==> src/rtl/alu_add_seq.sv <==
// Operand sequencer for the 8-bit latched adder: latches A, presents B, captures the result
// and holds it on a valid/ready response port. Optional feature macro: CARRY_CHAIN_EN.
module alu_add_seq #(
    parameter int DATA_W = 8,
    parameter int STAT_W = 16
) (
    input  logic              clk,
    input  logic              rst,
    input  logic              req_valid,
    output logic              req_ready,
    input  logic [DATA_W-1:0] req_a,
    input  logic [DATA_W-1:0] req_b,
    input  logic              req_cin,
    input  logic              req_chain,
    output logic              rsp_valid,
    input  logic              rsp_ready,
    output logic [DATA_W-1:0] rsp_sum,
    output logic              rsp_cout,
    output logic [DATA_W-1:0] alu_in_data,
    output logic              alu_cin,
    output logic              alu_lock_in_data,
    output logic              alu_lock_out_data,
    input  logic [DATA_W-1:0] alu_out_data,
    input  logic              alu_cout,
    output logic              busy,
    output logic [STAT_W-1:0] op_count
);

    localparam logic [2:0] ST_IDLE   = 3'd0;
    localparam logic [2:0] ST_LOAD_A = 3'd1;
    localparam logic [2:0] ST_ADD    = 3'd2;
    localparam logic [2:0] ST_CAPT   = 3'd3;
    localparam logic [2:0] ST_RESP   = 3'd4;

    localparam logic [STAT_W-1:0] CNT_MAX = {STAT_W{1'b1}};
    localparam logic [STAT_W-1:0] CNT_ONE = {{(STAT_W-1){1'b0}}, 1'b1};
    localparam logic [DATA_W-1:0] DATA_ZERO = {DATA_W{1'b0}};

    logic [2:0]        state_r;
    logic [2:0]        state_nxt_s;
    logic [DATA_W-1:0] op_a_r;
    logic [DATA_W-1:0] op_b_r;
    logic              op_cin_r;
    logic [DATA_W-1:0] op_a_nxt_s;
    logic [DATA_W-1:0] op_b_nxt_s;
    logic              op_cin_nxt_s;
    logic              cin_sel_s;
    logic              accept_s;
    logic              rsp_hs_s;

    logic              req_ready_r;
    logic              busy_r;
    logic              rsp_valid_r;
    logic [DATA_W-1:0] rsp_sum_r;
    logic              rsp_cout_r;
    logic [STAT_W-1:0] op_count_r;

    logic [DATA_W-1:0] alu_in_data_r;
    logic              alu_cin_r;
    logic              alu_lock_in_r;
    logic              alu_lock_out_r;
    logic [DATA_W-1:0] alu_in_data_nxt_s;
    logic              alu_cin_nxt_s;
    logic              alu_lock_in_nxt_s;
    logic              alu_lock_out_nxt_s;

    assign accept_s = req_valid & req_ready_r;
    assign rsp_hs_s = rsp_valid_r & rsp_ready;

`ifdef CARRY_CHAIN_EN
    logic carry_r;

    assign cin_sel_s = req_chain ? carry_r : req_cin;

    // Carry of the last consumed response, feeding chained multi-byte adds
    always_ff @(posedge clk) begin
        if (rst) begin
            carry_r <= 1'b0;
        end else if (rsp_hs_s) begin
            carry_r <= rsp_cout_r;
        end else begin
            carry_r <= carry_r;
        end
    end
`else
    logic unused_chain_s;

    assign unused_chain_s = req_chain;
    assign cin_sel_s      = req_cin;
`endif

    // Next-state decode of the five-step add sequence
    always_comb begin
        state_nxt_s = state_r;
        case (state_r)
            ST_IDLE: begin
                if (accept_s) begin
                    state_nxt_s = ST_LOAD_A;
                end else begin
                    state_nxt_s = ST_IDLE;
                end
            end
            ST_LOAD_A: state_nxt_s = ST_ADD;
            ST_ADD:    state_nxt_s = ST_CAPT;
            ST_CAPT:   state_nxt_s = ST_RESP;
            ST_RESP: begin
                if (rsp_ready) begin
                    state_nxt_s = ST_IDLE;
                end else begin
                    state_nxt_s = ST_RESP;
                end
            end
            default:   state_nxt_s = ST_IDLE;
        endcase
    end

    // Operand capture values; only an accepted request replaces them
    always_comb begin
        op_a_nxt_s   = op_a_r;
        op_b_nxt_s   = op_b_r;
        op_cin_nxt_s = op_cin_r;
        if (accept_s) begin
            op_a_nxt_s   = req_a;
            op_b_nxt_s   = req_b;
            op_cin_nxt_s = cin_sel_s;
        end else begin
            op_a_nxt_s   = op_a_r;
            op_b_nxt_s   = op_b_r;
            op_cin_nxt_s = op_cin_r;
        end
    end

    // Adder controls decoded from the next state so the registered outputs line up with it
    always_comb begin
        alu_in_data_nxt_s  = DATA_ZERO;
        alu_cin_nxt_s      = 1'b0;
        alu_lock_in_nxt_s  = 1'b0;
        alu_lock_out_nxt_s = 1'b0;
        case (state_nxt_s)
            ST_LOAD_A: begin
                alu_in_data_nxt_s = op_a_nxt_s;
                alu_lock_in_nxt_s = 1'b1;
            end
            ST_ADD: begin
                alu_in_data_nxt_s  = op_b_nxt_s;
                alu_cin_nxt_s      = op_cin_nxt_s;
                alu_lock_out_nxt_s = 1'b1;
            end
            default: begin
                alu_in_data_nxt_s  = DATA_ZERO;
                alu_cin_nxt_s      = 1'b0;
                alu_lock_in_nxt_s  = 1'b0;
                alu_lock_out_nxt_s = 1'b0;
            end
        endcase
    end

    // State, operand registers and the handshake/status flags derived from state
    always_ff @(posedge clk) begin
        if (rst) begin
            state_r     <= ST_IDLE;
            op_a_r      <= DATA_ZERO;
            op_b_r      <= DATA_ZERO;
            op_cin_r    <= 1'b0;
            req_ready_r <= 1'b1;
            busy_r      <= 1'b0;
        end else begin
            state_r     <= state_nxt_s;
            op_a_r      <= op_a_nxt_s;
            op_b_r      <= op_b_nxt_s;
            op_cin_r    <= op_cin_nxt_s;
            req_ready_r <= (state_nxt_s == ST_IDLE);
            busy_r      <= (state_nxt_s != ST_IDLE);
        end
    end

    // Registered adder data and one-cycle lock pulses
    always_ff @(posedge clk) begin
        if (rst) begin
            alu_in_data_r  <= DATA_ZERO;
            alu_cin_r      <= 1'b0;
            alu_lock_in_r  <= 1'b0;
            alu_lock_out_r <= 1'b0;
        end else begin
            alu_in_data_r  <= alu_in_data_nxt_s;
            alu_cin_r      <= alu_cin_nxt_s;
            alu_lock_in_r  <= alu_lock_in_nxt_s;
            alu_lock_out_r <= alu_lock_out_nxt_s;
        end
    end

    // Result capture one cycle after the result lock, held until consumed
    always_ff @(posedge clk) begin
        if (rst) begin
            rsp_valid_r <= 1'b0;
            rsp_sum_r   <= DATA_ZERO;
            rsp_cout_r  <= 1'b0;
        end else begin
            rsp_valid_r <= (state_nxt_s == ST_RESP);
            if (state_r == ST_CAPT) begin
                rsp_sum_r  <= alu_out_data;
                rsp_cout_r <= alu_cout;
            end else begin
                rsp_sum_r  <= rsp_sum_r;
                rsp_cout_r <= rsp_cout_r;
            end
        end
    end

    // Saturating count of consumed responses
    always_ff @(posedge clk) begin
        if (rst) begin
            op_count_r <= {STAT_W{1'b0}};
        end else if (rsp_hs_s && (op_count_r != CNT_MAX)) begin
            op_count_r <= op_count_r + CNT_ONE;
        end else begin
            op_count_r <= op_count_r;
        end
    end

    assign req_ready         = req_ready_r;
    assign busy              = busy_r;
    assign rsp_valid         = rsp_valid_r;
    assign rsp_sum           = rsp_sum_r;
    assign rsp_cout          = rsp_cout_r;
    assign op_count          = op_count_r;
    assign alu_in_data       = alu_in_data_r;
    assign alu_cin           = alu_cin_r;
    assign alu_lock_in_data  = alu_lock_in_r;
    assign alu_lock_out_data = alu_lock_out_r;

endmodule

==> config.mk <==
export PLATFORM = sky130hd
export DESIGN_NAME = alu_add_seq
export DESIGN_NICKNAME = d
export VERILOG_FILES = /design/src/rtl/alu_add_seq.sv
export SDC_FILE = /design/constraint.sdc
export NUM_CORES = 1
export LEC_CHECK = 0
export ABC_AREA = 1
export CAP_MARGIN = 10
export CORE_MARGIN = 4
export CORE_UTILIZATION = 45
export DETAILED_ROUTE_END_ITERATION = 6
export GPL_ROUTABILITY_DRIVEN = 0
export PLACE_DENSITY_LB_ADDON = 0.12
export SLEW_MARGIN = 0
export SYNTH_ARGS = -nofsm -noshare
export SYNTH_HDL_FRONTEND = slang
export SYNTH_SLANG_ARGS = --single-unit
==> constraint.sdc <==
create_clock -name clk -period 3.45 [get_ports clk]
set_clock_uncertainty 0.1 [all_clocks]
set_input_delay 0.8625 -clock clk [delete_from_list [all_inputs] [get_ports clk]]
set_output_delay 0.8625 -clock clk [all_outputs]
set_load 0.05 [all_outputs]
Word-level counts from Yosys, hierarchy flattened
Cells that the tools add are included.
{"block": "word_totals", "out_inout_bits": 39, "in_bits": 31, "regBits": 59, "word_cells": 40}
{"block": "op_classes", "muxes": 9, "n_eq_ne": 8, "bitwise_logic": 3, "n_addsub": 1, "reduce_logical": 5}
{"cell": "16-bit by 1-bit adder with 16-bit output, second input constant", "count": 1}
{"cell": "8-bit two-way mux", "count": 2}
{"cell": "16-bit != test, second input constant", "count": 1}
{"cell": "8-bit case mux with 2 select lines", "count": 1}
{"cell": "3-bit case mux with 5 select lines", "count": 1}
{"cell": "3-bit by 2-bit == test with 1-bit output, second input constant", "count": 3}
{"cell": "3-bit by 1-bit == test with 1-bit output, second input constant", "count": 2}
{"cell": "3-bit == test, second input constant", "count": 2}
{"cell": "3-bit logical NOT", "count": 2}
{"cell": "1-bit two-way mux", "count": 4}
{"cell": "3-bit two-way mux", "count": 1}
{"cell": "3-bit nonzero test", "count": 1}
{"cell": "1-bit bitwise AND", "count": 2}
{"cell": "2-bit OR reduction", "count": 1}
{"cell": "1-bit logical AND", "count": 1}
{"cell": "1-bit NOT", "count": 1}

Longest topological paths before layout
Gate-level depths: netlist of the first run.
{"block": "depth", "word_depth": 6, "mapped_depth": 9, "ltp_nobuf": 9}

Worst setup path before layout of the first run
Ideal clock, no wire load.
{"block": "synth_timing", "path_kind": "flip-flop to flip-flop", "start": "reg op_count_r[0], in the netlist op_count[0]", "end": "reg op_count_r[10], in the netlist op_count[10]", "synth_period_minus_slack_ns": 1.927, "setup_slack_ns": 1.523, "stages_incl_launch_ff": 10, "setup_time_ns": 0.141, "t_required_ns": 3.209, "path_buffers": 1, "arrival_time_ns": 1.686, "cell_sequence": "dfxtp_1 > ha_1 > inv_1 > nor2_1 > nand2_1 > nor2_2 > nor2_4 > buf_6 > nand2_1 > a21oi_2"}
{"block": "synth_between", "elab_chain_len": 2, "word_cells_on_any_way": 3, "classes_between": "add/sub: 1; eq/ne: 1; reduce/logical: 1"}
{"item": "from (decl)", "line_no": "56", "rtl": "logic [STAT_W-1:0] op_count_r;"}
{"item": "from (signal assigned)", "line_no": "213", "rtl": "op_count_r <= {STAT_W{1'b0}};"}
{"item": "from (signal assigned)", "line_no": "215", "rtl": "op_count_r <= op_count_r + CNT_ONE;"}
{"item": "from (signal assigned)", "line_no": "217", "rtl": "op_count_r <= op_count_r;"}
{"item": "parallel branches: the longest is 2 deep, another holds 16-bit by 1-bit adder with 16-bit output"}
Parallel ways; which one is timed is not known.
A chain may end at the register's enable or synchronous reset.

Worst setup path in the final report of the first run
{"block": "layout_timing", "start": "reg op_count_r[3], in the netlist op_count[3]", "end": "out op_count[3]"}
{"item": "to (decl)", "line_no": "26", "rtl": "output logic [STAT_W-1:0] op_count"}
No word-level cell between the ends.

==> flow_summary.json, run 1 <==
{
  "synth_nets": 340,
  "outcome": "completed",
  "dp_slack_ns": 0.9956,
  "post_drt_via_cell_ratio": 4.803,
  "design_area_um2": 3319,
  "yosysSeqAreaShare_pct": 49.19,
  "cts_tree": "done",
  "ys_ff_latch": 59,
  "cts-hold-fix-buffers": 0,
  "grt_pass1_wl_um": 8714,
  "drive_above_1_share_pct": 8.136,
  "grt_overflow": 0,
  "dr_wl_met3_um": 309,
  "yosys.cell_types.count": 24,
  "final_core_utilization_pct": 64.58,
  "setup_viol": 0,
  "clkTransAtPathRegs_ns": 0.06,
  "cts_sinks": 59,
  "r2r_cells": 7,
  "met1_length_um": 2333,
  "drtIter0Drc": 115,
  "die_w_um": 81.05,
  "vdd_drop_max_uv": 309.3,
  "period_share_pct": 74.66,
  "die_y_um": 81.05,
  "dr.pass1.iters": 4,
  "max_stage_delay_ns": 0.85,
  "rsz0062_at_grt": "false",
  "dr_wl_met2_um": 2509,
  "cp_top_family": "buffers and inverters",
  "num_vias": 2166,
  "top_layer": "met4",
  "post-route-min-period_ns": 2.576,
  "worst_pin_slew_ns": 0.5299,
  "antenna_found_initial": 0,
  "slew_headroom_pct": 64.54,
  "drcViolationCount": 0,
  "powerDensity_nw_per_um2": 506.1,
  "hp-class": "reg -> reg",
  "r2r-start": "op_count[0]$_SDFFE_PP0P_",
  "ys_warn_count": 0,
  "crit_type": "reg -> out",
  "grt_use_total_pct": 17.32,
  "holdPathStages": 2,
  "seqCellArea_um2": 1181,
  "post_drt_wl_per_cell_um": 11.69,
  "crit_chain": "clkdlybuf4s50_1",
  "insertion_delay_ns": 0.33,
  "setup_ws_ns": 0.8742,
  "setup_tns_ns": 0,
  "final-max-slew-violation-count": 0,
  "leakage_nw": 1.330,
  "hold_end": "op_b_r[7]$_SDFF_PP0_",
  "rows": 26,
  "maxCapViolations": 0,
  "crit_required_ns": 2.49,
  "cts_resized": 0,
  "timing_hold_violations_final": 0,
  "grt_pass1_vias": 1964,
  "htreeDepth": 3,
  "route.antenna.remaining_nets": 0,
  "dpl.hpwl_um": 3718,
  "avgSynthCellArea_um2": 7.796,
  "num_antenna_cells": 0,
  "worst-path-buf-inv": 1,
  "die_area_um2": 6568,
  "hp-start": "op_b_r[7]$_SDFF_PP0_",
  "cts_max_path_buffers": 2,
  "worstPathMaxFanout": 6,
  "area_growth_pct": 38.25,
  "fillCellCount": 460,
  "port_buffers": 68,
  "multiInputGateArea_um2": 1060,
  "cts_setup_buffers": 0,
  "r2r_end": "op_count[10]$_SDFFE_PP0P_",
  "rrSetupSlack_ns": 1.60,
  "layout.nets": 409,
  "io-pin-count": 70,
  "grt_max_degree": 41,
  "netlist_instances": 308,
  "drt_wl_total_um": 5271,
  "cp_slowest_cell": "clkdlybuf4s50_1",
  "fmax_ghz": 0.3882,
  "core_area_um2": 5140,
  "hold_ws_ns": 0.3959,
  "netlist_area_um2": 2401,
  "worst-endpoint-arrival_ns": 1.61,
  "cts-buffers-inserted": 9,
  "cp-end-kind": "output port",
  "critPathLaunchType": "flip-flop",
  "place_area_um2": 3126,
  "cts_root_buf": "clkbuf_8",
  "initial_utilization_pct": 46.71
}
-- Yosys cell counts --
master	count	area [um2]
nand2_1	64	240.2
nor2_1	61	229.0
dfxtp_1	59	1181
inv_1	27	101.4
o21ai_0	19	95.09
nand3_1	13	65.06
a21oi_2	10	87.58
mux2i_1	9	90.09
o32ai_1	8	70.07
a21oi_1	6	30.03
clkbuf_1	6	22.52
nand4_1	6	37.54
nor2_2	3	18.77
xnor2_1	3	26.28
xor2_1	3	26.28
buf_1	2	7.510
buf_2	2	10.01
buf_4	1	7.510
buf_6	1	11.26
ha_1	1	12.51
nand2_2	1	6.260
nor2_4	1	11.26
nor3_1	1	5.000
o21ai_2	1	8.760
-- power breakdown --
group | leakage, nW | internal, mW | total, mW | switching, mW
Sequential | 0.481 | 0.733 | 0.751 | 0.0182
Combinational | 0.749 | 0.115 | 0.308 | 0.193
Clock | 0.0995 | 0.368 | 0.621 | 0.252
Total | 1.33 | 1.22 | 1.68 | 0.463
-- registers in the layout, summed over array words and instances (netlist names) --
name / cells
alu_cin: 1
alu_in_data: 8
alu_lock_in_data: 1
alu_lock_out_data: 1
busy: 1
op_a_r: 8
op_b_r: 8
op_cin_r: 1
op_count: 16
req_ready: 1
rsp_cout: 1
rsp_sum: 8
rsp_valid: 1
state_r: 3
-- cells by family after synthesis --
group                      after synthesis  synth area share, %
muxes                                    9                3.752
xor gates and xnor gates                 6                2.189
buffers and inverters                   39                6.670
AOI/OAI and AO/OA                       44                12.14
adders and majority gates                1               0.5210
DFF                                     59                49.19
and+or+nand+nor                        150                25.53
-- per-stage QoR --
stage | cells | total power [mW]
global placement | 436 | 1.071
finish | 451 | 1.680
CTS | 451 | 1.700
global route | 451 | 1.755
detailed placement | 436 | 1.076
floorplan | 308 | 0.9663
-- cell type report --
cell class	count	share of cell area, %
sequential	59	35.58
multi-input combinational	210	31.93
timing repair buffer	70	20.96
clock buffer	13	4.787
inverter	27	3.053
tap	70	2.639
clock inverter	2	1.055
-- metal layers --
layer  up-vias  track usage (%)
met5         -                0
met3        11            5.211
met1       974            21.16
li1       1128                -
met2        53            27.42
met4         0            9.122
-- worst max path at each step --
stage                              startpoint                   endpoint  slack [ns]  depth (start not counted)
finish               op_count[3]$_SDFFE_PP0P_                op_count[3]        0.87                          1
global route         op_count[3]$_SDFFE_PP0P_                op_count[3]        0.80                          1
detailed placement                        rst  alu_in_data[6]$_SDFF_PP0_         1.0                          4
global placement                          rst  alu_in_data[4]$_SDFF_PP0_        0.99                          4
CTS                 op_count[10]$_SDFFE_PP0P_               op_count[10]        0.84                          1
floorplan            op_count[0]$_SDFFE_PP0P_  op_count[10]$_SDFFE_PP0P_        1.52                          9
-- cells in the final DEF (no fill, tap or decap), drive strengths merged --
| cell | n |
|---|---|
| o21ai | 20 |
| buf | 2 |
| clkdlybuf4s50 | 68 |
| nand4 | 6 |
| dfxtp | 59 |
| clkinv | 1 |
| ha | 1 |
| nor2 | 65 |
| bufinv | 1 |
| clkbuf | 13 |
| nand3 | 13 |
| mux2i | 9 |
| a21oi | 16 |
| xor2 | 3 |
| nor3 | 1 |
| nand2 | 65 |
| o32ai | 8 |
| xnor2 | 3 |
| inv | 27 |
No activity file was read; power rests on OpenSTA's default activity.
==> inputs of run 2 (changes only) <==
clock period = 2.4 ns   (was 3.45 ns; I/O delays follow)
==> flow_summary.json, run 2 (synthesis results as in run 1) <==
{
  "final_common_cell": "clkdlybuf4s50_1",
  "cp_top_family": "buffers and inverters",
  "die_y_um": 81.05,
  "cp_slowest_cell": "clkdlybuf4s50_1",
  "critPathLaunchType": "flip-flop",
  "grt_overflow": 0,
  "period_share_pct": 97.10,
  "slew_headroom_pct": 65.44,
  "die_w_um": 81.05,
  "rows": 26,
  "route.antenna.remaining_nets": 0,
  "htreeDepth": 3,
  "drcViolationCount": 0,
  "insertion_delay_ns": 0.33,
  "initial_utilization_pct": 46.71,
  "worst-endpoint-arrival_ns": 1.63,
  "cts_setup_buffers": 0,
  "rsz0062_at_grt": "false",
  "max_stage_delay_ns": 0.85,
  "grt_max_degree": 31,
  "port_buffers": 68,
  "crit_required_ns": 1.70,
  "drive_above_1_share_pct": 9.561,
  "post-route-min-period_ns": 2.331,
  "crit_chain": "clkdlybuf4s50_1",
  "post_drt_wl_per_cell_um": 12.20,
  "die_area_um2": 6568,
  "hp-class": "reg -> reg",
  "largest_reg_flops": 16,
  "cts-buffers-inserted": 9,
  "cts_root_buf": "clkbuf_8",
  "place_area_um2": 3171,
  "layout.nets": 415,
  "grt_pass1_vias": 2156,
  "design_area_um2": 3367,
  "rrSetupSlack_ns": 0.52,
  "r2r-start": "op_count[0]$_SDFFE_PP0P_",
  "hold_end": "op_b_r[7]$_SDFF_PP0_",
  "worstPathMaxFanout": 7,
  "post_drt_via_cell_ratio": 4.759,
  "drtIter0Drc": 70,
  "placed_cells": 442,
  "dpl.hpwl_um": 3990,
  "cts-hold-fix-buffers": 0,
  "crit_start": "op_count[11]$_SDFFE_PP0P_",
  "cp-end-kind": "output port",
  "vdd_drop_max_uv": 536.6,
  "powerDensity_nw_per_um2": 720.5,
  "grt_use_total_pct": 19.05,
  "dr.pass1.iters": 4,
  "r2r_cells": 7,
  "cts_tree": "done",
  "setup_viol": 0,
  "cts_resized": 0,
  "num_vias": 2175,
  "final_cell_mix": "67 x clkdlybuf4s50_1, 64 x nand2_1, 61 x nor2_1, 59 x dfxtp_1, 27 x inv_1",
  "cts_max_path_buffers": 2,
  "drt_wl_total_um": 5575,
  "power_mw": 2.426,
  "antenna_found_initial": 0,
  "area_growth_pct": 40.23,
  "fmax_ghz": 0.4291,
  "setup_tns_ns": 0,
  "core_area_um2": 5140,
  "io-pin-count": 70,
  "layout.cells.non_filler": 457,
  "worst_pin_slew_ns": 0.5175,
  "hold_ws_ns": 0.4002,
  "outcome": "completed",
  "grt_pass1_wl_um": 9494,
  "worst-path-buf-inv": 1,
  "holdPathStages": 2,
  "crit_type": "reg -> out",
  "maxCapViolations": 0,
  "timing_hold_violations_final": 0,
  "clkTransAtPathRegs_ns": 0.06,
  "r2r_end": "op_count[14]$_SDFFE_PP0P_",
  "cts_sinks": 59,
  "leakage_nw": 1.378,
  "final-max-slew-violation-count": 0,
  "num_antenna_cells": 0,
  "hp-start": "op_b_r[7]$_SDFF_PP0_"
}
==> run 2: cell count changes in the layout (fill, tap and decap cells not counted), sizes merged <==
cell           previous run  this run
buf                       2         8
dlymetal6s2s              0         1
clkdlybuf4s50            68        67
==> run 2: how the worst max path moves through the flow <==
stage	cells past startpoint	slack (ns)	endpoint
floorplan	9	0.47	op_count[10]$_SDFFE_PP0P_
global placement	5	0.40	alu_in_data[3]$_SDFF_PP0_
detailed placement	8	0.38	busy$_SDFF_PP0_
CTS	1	0.05	op_count[11]
global route	1	0.002	op_count[11]
finish	1	0.07	op_count[11]
==> run 2: power breakdown <==
part | leakage (nW) | switching (mW) | internal [mW]
Clock | 0.0995 | 0.356 | 0.530
Combinational | 0.798 | 0.282 | 0.178
Sequential | 0.481 | 0.0264 | 1.05
Total | 1.38 | 0.665 | 1.76
==> run 2: through the flow <==
| step | setup slack, ns | util [%] |
|---|---|---|
| 2_1_floorplan | 0.4733 | - |
| 3_3_place_gp | 0.3991 | 61.68 |
| 3_5_place_dp | 0.3846 | 61.68 |
| 4_1_cts | 0.04693 | 65.46 |
| 5_1_grt | 0.002219 | 65.51 |
| 6_report | 0.06950 | 65.51 |
==> run 2: layout make-up <==
class	count	area [um2]
inverters	27	101.3
well taps	70	87.58
fillers	490	1773
multi-input cells	210	1060
clock inverters	2	35.03
clock buffers	13	158.9
flip-flops and latches	59	1181
repair buffers	76	743.2
==> run 2: layer usage <==
metal  part of all wire (%)  GRT usage, %  wire length (um)
met1                     45         22.60              2485
met2                     49         30.79              2722
met3                    5.3         6.652               298
met4                    1.2         8.953                68
met5                      0             0                 0
